**config.mk**
```make
export PLATFORM = sky130hd
export DESIGN_NAME = sync_ram
export DESIGN_NICKNAME = d
export VERILOG_FILES = /design/src/rtl/sync_ram_pkg.sv /design/src/rtl/sync_ram_array.sv /design/src/rtl/sync_ram.sv
export SDC_FILE = /design/constraint.sdc
export NUM_CORES = 1
export LEC_CHECK = 0
export CORE_UTILIZATION = 50
export CTS_BUF_LIST = sky130_fd_sc_hd__clkbuf_16
export DETAILED_ROUTE_END_ITERATION = 10
export GPL_TIMING_DRIVEN = 0
export PLACE_DENSITY_LB_ADDON = 0.12
export RECOVER_POWER = 50
export SLEW_MARGIN = 40
export SYNTH_ARGS = -nofsm -noshare
export SYNTH_HDL_FRONTEND = slang
export SYNTH_SLANG_ARGS = --single-unit
```
**constraint.sdc**
```tcl
create_clock -name clk -period 2.45 [get_ports clk]
set_clock_uncertainty 0.15 [all_clocks]
set_input_delay 0.49 -clock clk [delete_from_list [all_inputs] [get_ports clk]]
set_output_delay 0.49 -clock clk [all_outputs]
set_load 0.005 [all_outputs]
```
**src/rtl/sync_ram_pkg.sv**
```systemverilog
// ---------------------------------------------------------------------------
// sync_ram_pkg
//   Shared types and elaboration helpers for the sync_ram block.
//   Contents: controller state encoding, byte-enable width helper and the
//   parameter legality check used at elaboration time.
//   Revision: 1.0 - initial release
// ---------------------------------------------------------------------------
`default_nettype none

package sync_ram_pkg;

  typedef enum logic [0:0] {
    ST_INIT  = 1'b0,
    ST_READY = 1'b1
  } state_t;

  // Number of byte lanes for a given data width.
  function automatic int calc_be_w(input int data_w);
    return data_w / 8;
  endfunction

  // True when the parameter set describes a buildable memory.
  function automatic bit params_ok(input int data_w, input int addr_w, input int depth);
    return ((data_w % 8) == 0) && (data_w >= 8) && (depth >= 1) && (depth <= (1 << addr_w));
  endfunction

endpackage

`default_nettype wire

```
**src/rtl/sync_ram_array.sv**
```systemverilog
// ---------------------------------------------------------------------------
// sync_ram_array
//   DEPTH x DATA_W storage with a byte-enabled write port and a registered
//   read port sharing one address. The array and read register have no reset.
//   Ports:
//     clk      - clock
//     we_i     - write strobe
//     be_i     - byte enables for the write
//     re_i     - read strobe; loads rdata_o on the next edge
//     addr_i   - word address (caller guarantees addr_i < DEPTH when strobed)
//     wdata_i  - write data
//     rdata_o  - registered read data, holds between reads
//   Revision: 1.0 - initial release
// ---------------------------------------------------------------------------
`default_nettype none

module sync_ram_array #(
  parameter int DATA_W = 8,
  parameter int ADDR_W = 4,
  parameter int DEPTH  = 16,
  parameter int BE_W   = DATA_W / 8
) (
  input  logic              clk,
  input  logic              we_i,
  input  logic [BE_W-1:0]   be_i,
  input  logic              re_i,
  input  logic [ADDR_W-1:0] addr_i,
  input  logic [DATA_W-1:0] wdata_i,
  output logic [DATA_W-1:0] rdata_o
);

  logic [DATA_W-1:0] mem_q [DEPTH];
  logic [DATA_W-1:0] rdata_q;

  always_ff @(posedge clk) begin
    if (we_i) begin
      for (int b = 0; b < BE_W; b++) begin
        if (be_i[b]) begin
          mem_q[addr_i][8*b +: 8] <= wdata_i[8*b +: 8];
        end
      end
    end
    if (re_i) begin
      rdata_q <= mem_q[addr_i];
    end
  end

  assign rdata_o = rdata_q;

endmodule

`default_nettype wire

```
**src/rtl/sync_ram.sv**
```systemverilog
// ---------------------------------------------------------------------------
// sync_ram
//   Synchronous single-port RAM with valid/ready requests, byte enables,
//   one-cycle registered read response and a clear sweep after reset.
//   Ports:
//     clk, rst                - clock, async active-high reset
//     req_valid/req_ready     - request handshake
//     req_we, req_addr,
//     req_wdata, req_be       - request payload
//     rsp_valid, rsp_rdata,
//     rsp_err                 - read response (one-cycle pulse)
//     wr_err                  - out-of-range write pulse
//     init_done               - clear sweep finished
//   Revision: 1.0 - initial release
// ---------------------------------------------------------------------------
`default_nettype none

module sync_ram
  import sync_ram_pkg::*;
#(
  parameter int                 DATA_W   = 8,
  parameter int                 ADDR_W   = 4,
  parameter int                 DEPTH    = 2**ADDR_W,
  parameter logic [DATA_W-1:0]  INIT_VAL = '0,
  localparam int                BE_W     = calc_be_w(DATA_W)
) (
  input  logic              clk,
  input  logic              rst,
  input  logic              req_valid,
  output logic              req_ready,
  input  logic              req_we,
  input  logic [ADDR_W-1:0] req_addr,
  input  logic [DATA_W-1:0] req_wdata,
  input  logic [BE_W-1:0]   req_be,
  output logic              rsp_valid,
  output logic [DATA_W-1:0] rsp_rdata,
  output logic              rsp_err,
  output logic              wr_err,
  output logic              init_done
);

  generate
    if (!params_ok(DATA_W, ADDR_W, DEPTH)) begin : g_bad_params
      $error("sync_ram: DATA_W must be a multiple of 8 and 1 <= DEPTH <= 2**ADDR_W");
    end
  endgenerate

  // One extra bit so DEPTH == 2**ADDR_W is representable.
  localparam logic [ADDR_W:0]   C_DEPTH = (ADDR_W+1)'(DEPTH);
  localparam logic [ADDR_W-1:0] C_LAST  = ADDR_W'(DEPTH - 1);

  state_t            state_q;
  logic [ADDR_W-1:0] sweep_q;
  logic              ready_q;
  logic              init_done_q;
  logic              rsp_valid_q;
  logic              rsp_err_q;
  logic              wr_err_q;
  logic              rd_zero_q;   // forces rsp_rdata to 0 (reset / out-of-range read)

  logic              accept;
  logic              in_range;
  logic              sweeping;
  logic              arr_we;
  logic              arr_re;
  logic [BE_W-1:0]   arr_be;
  logic [ADDR_W-1:0] arr_addr;
  logic [DATA_W-1:0] arr_wdata;
  logic [DATA_W-1:0] arr_rdata;

  assign accept   = req_valid && ready_q;
  assign in_range = ({1'b0, req_addr} < C_DEPTH);
  assign sweeping = (state_q == ST_INIT);

  // Sweep owns the port during INIT; requests are never accepted then.
  assign arr_we    = sweeping || (accept && req_we && in_range);
  assign arr_re    = accept && !req_we && in_range;
  assign arr_be    = sweeping ? '1       : req_be;
  assign arr_addr  = sweeping ? sweep_q  : req_addr;
  assign arr_wdata = sweeping ? INIT_VAL : req_wdata;

  sync_ram_array #(
    .DATA_W (DATA_W),
    .ADDR_W (ADDR_W),
    .DEPTH  (DEPTH),
    .BE_W   (BE_W)
  ) u_array (
    .clk     (clk),
    .we_i    (arr_we),
    .be_i    (arr_be),
    .re_i    (arr_re),
    .addr_i  (arr_addr),
    .wdata_i (arr_wdata),
    .rdata_o (arr_rdata)
  );

  always_ff @(posedge clk or posedge rst) begin
    if (rst) begin
      state_q     <= ST_INIT;
      sweep_q     <= '0;
      ready_q     <= 1'b0;
      init_done_q <= 1'b0;
    end else begin
      case (state_q)
        ST_INIT: begin
          if (sweep_q == C_LAST) begin
            state_q     <= ST_READY;
            ready_q     <= 1'b1;
            init_done_q <= 1'b1;
          end else begin
            sweep_q <= sweep_q + 1'b1;
          end
        end
        ST_READY: begin
          ready_q <= 1'b1;
        end
        default: begin
          state_q <= ST_INIT;
          sweep_q <= '0;
          ready_q <= 1'b0;
        end
      endcase
    end
  end

  always_ff @(posedge clk or posedge rst) begin
    if (rst) begin
      rsp_valid_q <= 1'b0;
      rsp_err_q   <= 1'b0;
      wr_err_q    <= 1'b0;
      rd_zero_q   <= 1'b1;
    end else begin
      rsp_valid_q <= accept && !req_we;
      rsp_err_q   <= accept && !req_we && !in_range;
      wr_err_q    <= accept && req_we && !in_range;
      // Only a new read changes what the data pins show; otherwise they hold.
      if (accept && !req_we) begin
        rd_zero_q <= !in_range;
      end
    end
  end

  assign req_ready = ready_q;
  assign init_done = init_done_q;
  assign rsp_valid = rsp_valid_q;
  assign rsp_err   = rsp_err_q;
  assign wr_err    = wr_err_q;
  assign rsp_rdata = rd_zero_q ? '0 : arr_rdata;

endmodule

`default_nettype wire

```
# Word-level counts from Yosys, hierarchy flattened
# Memory sizes are Yosys's and may differ from the RTL's. A register that Yosys moved wholly into a read port is not among the register bits.
# Index checks and enable logic that the tools add are counted.
# totals
romBits,0
ff_bits,9
latch_bits,0
in_bits,17
wordCells,30
ram_bits,128
mem_count,1
# mem_list
memory,words,width,read_ports,rd_clocked_by_memory_dff,write_ports,line,rtl
u_array.mem_q,16,8,1,1,1,sync_ram_array.sv:32,logic [DATA_W-1:0] mem_q [DEPTH];
# op_classes
n_div,0
eq_ne,2
n_mul,0
bitwise_logic,2
addsub,1
mux,11
n_reduce_logical,7
n_lt_le_gt_ge,0
shifts,0
# op_table
op,count
8-bit 2-to-1 mux,2
1-bit 2-to-1 mux,7
"4-bit by 1-bit adder with 4-bit output, second input constant",1
"4-bit == test, second input constant",1
4-bit 2-to-1 mux,1
2-bit AND reduction,2
1-bit logical AND,3
"2-bit by 1-bit != test with 1-bit output, second input constant",1
1-bit NOT,2
1-bit one-hot mux with 2 select lines,1
1-bit zero test,1
1-bit logical OR,1

# Depth between registers and ports, before layout
# logic_depth
word_depth,5
mapped_depth,8

# Cells and area by module
# Synthesis repeated with hierarchy kept, for this count alone.
# hier_totals
cells_unflattened,290
area_unflattened_um2,5806.8
# by_module_without_submodules
mod,instances,area_per_inst_um2,cells_per_inst
sync_ram_array,1,5231.3,233
sync_ram,1,575.6,57

# Worst setup path before layout
# OpenSTA, ideal clock, no wires.
# synth_timing
kind,reg2reg
start,register state_q
end,memory u_array.mem_q[4][0] (enable)
path_stages_with_launch,9
path_buffers,4
arrival_time_ns,1.854
setup_slack_ns,0.076
required_ns,1.930
path_cell_list,dfrtp_1 buf_6 clkbuf_1 buf_4 buf_4 nand2_1 nor2_1 nor2_1 nor2_1
# synth_between
elab_chain_len,4
elab_cells_between_ends,7
cone_classes,mux (5); bitwise (1); reduce/logical (1)
# synth_rtl
element,line,rtl
from (decl),sync_ram.sv:52,state_t state_q;
from (signal assigned),sync_ram.sv:99,state_q <= ST_INIT;
from (signal assigned),sync_ram.sv:107,state_q <= ST_READY;
from (signal assigned),sync_ram.sv:118,state_q <= ST_INIT;
1-bit 2-to-1 mux or 1-bit NOT (tied branches),-,
1-bit 2-to-1 mux or 1-bit logical OR (tied branches),"sync_ram_array.sv:38, sync_ram.sv:76",
1-bit 2-to-1 mux,sync_ram_array.sv:36,if (we_i) begin
1-bit 2-to-1 mux (implied by the code),sync_ram_array.sv:39,mem_q[addr_i][8*b +: 8] <= wdata_i[8*b +: 8];
to (decl),sync_ram_array.sv:32,
# Parallel ways exist; a longest one is shown, timed or not.

# Worst setup path after layout
# layout_timing
start,register sweep_q[1]
end,"register u_array.rdata_q[5] (netlist: u_array.rdata_o[5]), read port of u_array.mem_q (data pin)"
# layout_between
elab_chain_len,1
# layout_rtl
element,line,rtl
from (decl),sync_ram.sv:53,logic [ADDR_W-1:0] sweep_q;
from (signal assigned),sync_ram.sv:111,sweep_q <= sweep_q + 1'b1;
4-bit 2-to-1 mux,sync_ram.sv:79,assign arr_addr = sweeping ? sweep_q : req_addr;
to (decl),sync_ram_array.sv:33,logic [DATA_W-1:0] rdata_q;
# No other way between the ends.
# A chain may end at the register's enable or synchronous reset.

==> results_tabular.tex <==
\begin{tabular}{lr}
\hline
Metric & Value \\
\hline
\multicolumn{2}{l}{\textbf{Synthesis}} \\
Area share of the largest cell type after synthesis & 0.604 \\
Syn Inst Count & $\sim$470 \\
Number of synthesized register bits & 145 \\
Post-synth top area cell & sky130\_fd\_sc\_hd\_\_edfxtp\_1 \\
Distinct cell type count after synthesis & 46 \\
Most frequent cell after synthesis & sky130\_fd\_sc\_hd\_\_edfxtp\_1 \\
Synthesized area per cell & about 14 sq um \\
Primary FF master, synth & sky130\_fd\_sc\_hd\_\_edfxtp\_1 \\
Netlist area before placement & 6760 sq um \\
Most instantiated cells after synthesis & sky130\_fd\_sc\_hd\_\_edfxtp\_1, sky130\_fd\_sc\_hd\_\_nand2\_1, sky130\_fd\_sc\_hd\_\_nand4b\_1, sky130\_fd\_sc\_hd\_\_clkbuf\_1, sky130\_fd\_sc\_hd\_\_nand4\_1 \\
Register area share after synthesis & 0.638 \\
Yosys warns & 0 \\
Top cells by area, synth & sky130\_fd\_sc\_hd\_\_edfxtp\_1, sky130\_fd\_sc\_hd\_\_nand4b\_1, sky130\_fd\_sc\_hd\_\_mux4\_1, sky130\_fd\_sc\_hd\_\_dfrtp\_1, sky130\_fd\_sc\_hd\_\_mux4\_2 \\
FFs w/ async S/R, synth & 0.0621 \\
Post-synth EDFFs & about 140 \\
\multicolumn{2}{l}{\textbf{Global route}} \\
All-layer global routing usage & 0.263 \\
Largest net degree at the start of global routing & 17 \\
Remaining Overflow, GRT & 0 \\
Global-route wire length before repair & 26500 microns \\
Antenna violations before repair & 0 \\
Number of global-route vias before repair & roughly 4.6k \\
\multicolumn{2}{l}{\textbf{Route}} \\
Number of vias in the routed layout & 4549 \\
Vias per std cell & 6.40 \\
Number of routed nets with antenna violations & 0 \\
Highest metal layer with signal wires & met4 \\
Met3 WL & between 1000 and 1500 microns \\
Wire length per cell & about 25 microns \\
Length of the first detailed-routing pass in iterations & 8 \\
Final WL & roughly 17000 microns \\
Residual DRC & 0 \\
Post-Route M1 WL & 6990 microns \\
Wire length on met2 & approximately 8400 microns \\
Drt initial violations & about 440 \\
\multicolumn{2}{l}{\textbf{Worst setup path}} \\
Family with the most delay on the worst path & buffers and inverters \\
Cell with the most instances on the worst path & sky130\_fd\_sc\_hd\_\_buf\_2 \\
Required time of the worst setup path & 2.41 ns \\
Kind of launch point of the worst setup path & register \\
Buf/Inv on CP & 3 \\
Cells along the critical path & clkbuf\_4 > buf\_2 > buf\_2 > nand4b\_1 > nand2\_1 > o41ai\_4 > nand4\_1 \\
Largest incremental delay on the critical path & 0.48 ns \\
Worst Path Max Fanout & 10 \\
Endpoint class of the critical path & register \\
Type of the setup path with the least slack & reg -> reg \\
Slowest cell on the critical path & sky130\_fd\_sc\_hd\_\_dfrtp\_2 \\
Arr. time, crit path & approximately 2.4 ns \\
\multicolumn{2}{l}{\textbf{Pwr}} \\
Standby leakage power & roughly 2.8 nW \\
P per Cell Area & roughly 640 nW/um\^{}2 \\
Largest voltage drop on the vdd net & 0.000523 V \\
Total power consumption of the routed design & around 5.2 mW \\
\multicolumn{2}{l}{\textbf{Job}} \\
Number of maximum-capacitance violations & 0 \\
\multicolumn{2}{l}{\textbf{Clock tree}} \\
CTS Root Buffer Type & sky130\_fd\_sc\_hd\_\_clkbuf\_16 \\
Clock-pin slew on the worst setup and hold paths & roughly 0.06 ns \\
TritonCTS clock tree & yes \\
Insertion delay to the later sink of the worst-skew pair & $\sim$0.42 ns \\
Number of buffers created by CTS & 17 \\
Buffer depth of the longest clock path & 2 \\
Num Clock Sinks & 145 \\
CTS HTree Levels & 4 \\
\multicolumn{2}{l}{\textbf{Final layout}} \\
\# fillers & 975 \\
Layout-stage area growth over the synthesis result & 21.8\% \\
Layout cell share with drive strength beyond 1 & 0.252 \\
Number of antenna diodes & 0 \\
Count of nets after finishing & between 500 and 600 \\
Post-route standard cell area excluding fillers & just over 8000 sq um \\
Finished Layout Cells & between 700 and 800 \\
\multicolumn{2}{l}{\textbf{Run status}} \\
Outcome & completed \\
\multicolumn{2}{l}{\textbf{Min path}} \\
Worst min-delay path class & in -> async \\
\multicolumn{2}{l}{\textbf{Die}} \\
Placeable core region & between 10000 and 15000 sq um \\
Area enclosed by the die boundary & 14000 sq um \\
Effective utilization at floorplan & 0.512 \\
Std-Cell Rows & 42 \\
X dimension of the die & 118 microns \\
Count of pins on the block boundary & 30 \\
Die height & roughly 120 microns \\
\multicolumn{2}{l}{\textbf{STA}} \\
Clock period minus worst slack & between 2 and 2.5 ns \\
Summed negative setup slack over all endpoints & 0 ns \\
Period Utilization, post-route & 0.990 \\
Final-report hold violation count & 0 \\
Worst-Margin Slew & 0.691 ns \\
Maximum achievable frequency & roughly 410 MHz \\
Final setup violation count & 0 \\
Post-Route Hold Slack & roughly 0.32 ns \\
Final Max Slew Viols & 0 \\
Remaining max-slew budget at the tightest pin & 0.537 \\
\multicolumn{2}{l}{\textbf{Place}} \\
RD Place Congestion & 0.873 \\
Instance area at placement & slightly above 7000 sq um \\
Placed wire-length estimate after detailed placement & $\sim$11000 microns \\
Number of port buffers & 25 \\
Count of placed standard cells including taps & 670 \\
\hline
\end{tabular}
[final timing paths]
check	cells past startpoint	startpoint	to	slack, ns
max in group asynchronous	2	rst	rd_zero_q	1.54
worst min-delay path	2	rst	sweep_q[0]	0.32
worst min register to register	1	init_done	init_done	0.32
min in group clk	1	init_done	init_done	0.32
worst max register to register	7	sweep_q[1]	u_array.rdata_o[5]	0.02
worst max-delay path	7	sweep_q[1]	u_array.rdata_o[5]	0.02
[per-layer routing]
layer  vias up  GRT usage
met5         -          0
met4         0      0.141
met3        41     0.0545
met2       235      0.414
met1      2278      0.342
li1       1995          -
[flip-flops by register name, summed over array words and instances (netlist names)]
signal,flops
u_array.mem_q,128
u_array.rdata_o,8
sweep_q,4
init_done,1
rd_zero_q,1
req_ready,1
rsp_valid,1
state_q,1
[layout make-up]
cell class                 instances  area [sq um]  share of cell area
multi-input combinational        277          2580               0.314
clock inverter                    15          60.1             0.00730
inverter                           2          7.51            0.000912
timing repair buffer              35           375              0.0456
buffer                            44           248              0.0301
tap                              176           220              0.0268
clock buffer                      17           425              0.0517
sequential                       145          4310               0.524
[what timing repair did]
item | 4_1_cts | 5_1_grt
resized for setup | 77 | 25
setup buffers | 4 | 6
endpoints found under the hold margin | 0 | 0
hold buffers | 0 | 0
endpoints found under the setup margin | 264 | 152
pin swaps | 5 | 10
[worst reg2reg max path: cells and delay by family (launching register included)]
| kind | cells | cell delay, ns |
|---|---|---|
| and+or+nand+nor | 3 | 0.43 |
| buffers and inverters | 3 | 0.66 |
| AOI/OAI and AO/OA | 1 | 0.39 |
| DFF | 1 | 0.48 |
[cells in the final DEF (no fill, tap or decap), types with 4 or more instances in the layout]
| cell | n |
|---|---|
| sky130_fd_sc_hd__a31o_2 | 16 |
| sky130_fd_sc_hd__and2_2 | 8 |
| sky130_fd_sc_hd__buf_12 | 5 |
| sky130_fd_sc_hd__buf_2 | 10 |
| sky130_fd_sc_hd__buf_4 | 12 |
| sky130_fd_sc_hd__clkbuf_1 | 15 |
| sky130_fd_sc_hd__clkbuf_16 | 17 |
| sky130_fd_sc_hd__clkbuf_2 | 4 |
| sky130_fd_sc_hd__clkdlybuf4s50_1 | 17 |
| sky130_fd_sc_hd__dfrtp_1 | 7 |
| sky130_fd_sc_hd__dlygate4sd3_1 | 8 |
| sky130_fd_sc_hd__edfxtp_1 | 136 |
| sky130_fd_sc_hd__inv_1 | 12 |
| sky130_fd_sc_hd__mux4_1 | 8 |
| sky130_fd_sc_hd__mux4_2 | 8 |
| sky130_fd_sc_hd__nand2_1 | 35 |
| sky130_fd_sc_hd__nand4_1 | 26 |
| sky130_fd_sc_hd__nand4b_1 | 32 |
| sky130_fd_sc_hd__nor2_4 | 18 |
| sky130_fd_sc_hd__nor2b_1 | 13 |
| sky130_fd_sc_hd__nor4bb_1 | 14 |
| sky130_fd_sc_hd__o21a_1 | 16 |
| sky130_fd_sc_hd__o21ai_0 | 15 |
| sky130_fd_sc_hd__o41ai_1 | 8 |
| sky130_fd_sc_hd__o41ai_4 | 5 |
| sky130_fd_sc_hd__or4bb_1 | 14 |
[metrics by stage]
stage / utilization / setup slack [ns]
2_1_floorplan: - / 0.0762
3_3_place_gp: 0.548 / -0.633
3_5_place_dp: 0.549 / -0.692
4_1_cts: 0.613 / -0.0594
5_1_grt: 0.624 / -0.0171
6_report: 0.624 / 0.0239
[cell families (layout without fill, tap and decap cells)]
kind of cell               count (synthesis)  after routing  share of synthesized area
other                                      1              2                   0.000555
buffers and inverters                     47            113                     0.0344
adders and majority gates                  1              1                    0.00185
and+or+nand+nor                          180            180                      0.178
AOI/OAI and AO/OA                         72             72                     0.0800
muxes                                     20             20                     0.0652
xor gates and xnor gates                   2              2                    0.00259
DFF                                      145            145                      0.638
[power by group]
group	switching [mW]	internal (mW)
Clock	0.929	1.24
Combinational	0.202	0.133
Sequential	0.00158	2.72
Total	1.13	4.10
Note: power is estimated with default switching activity, not from simulation.
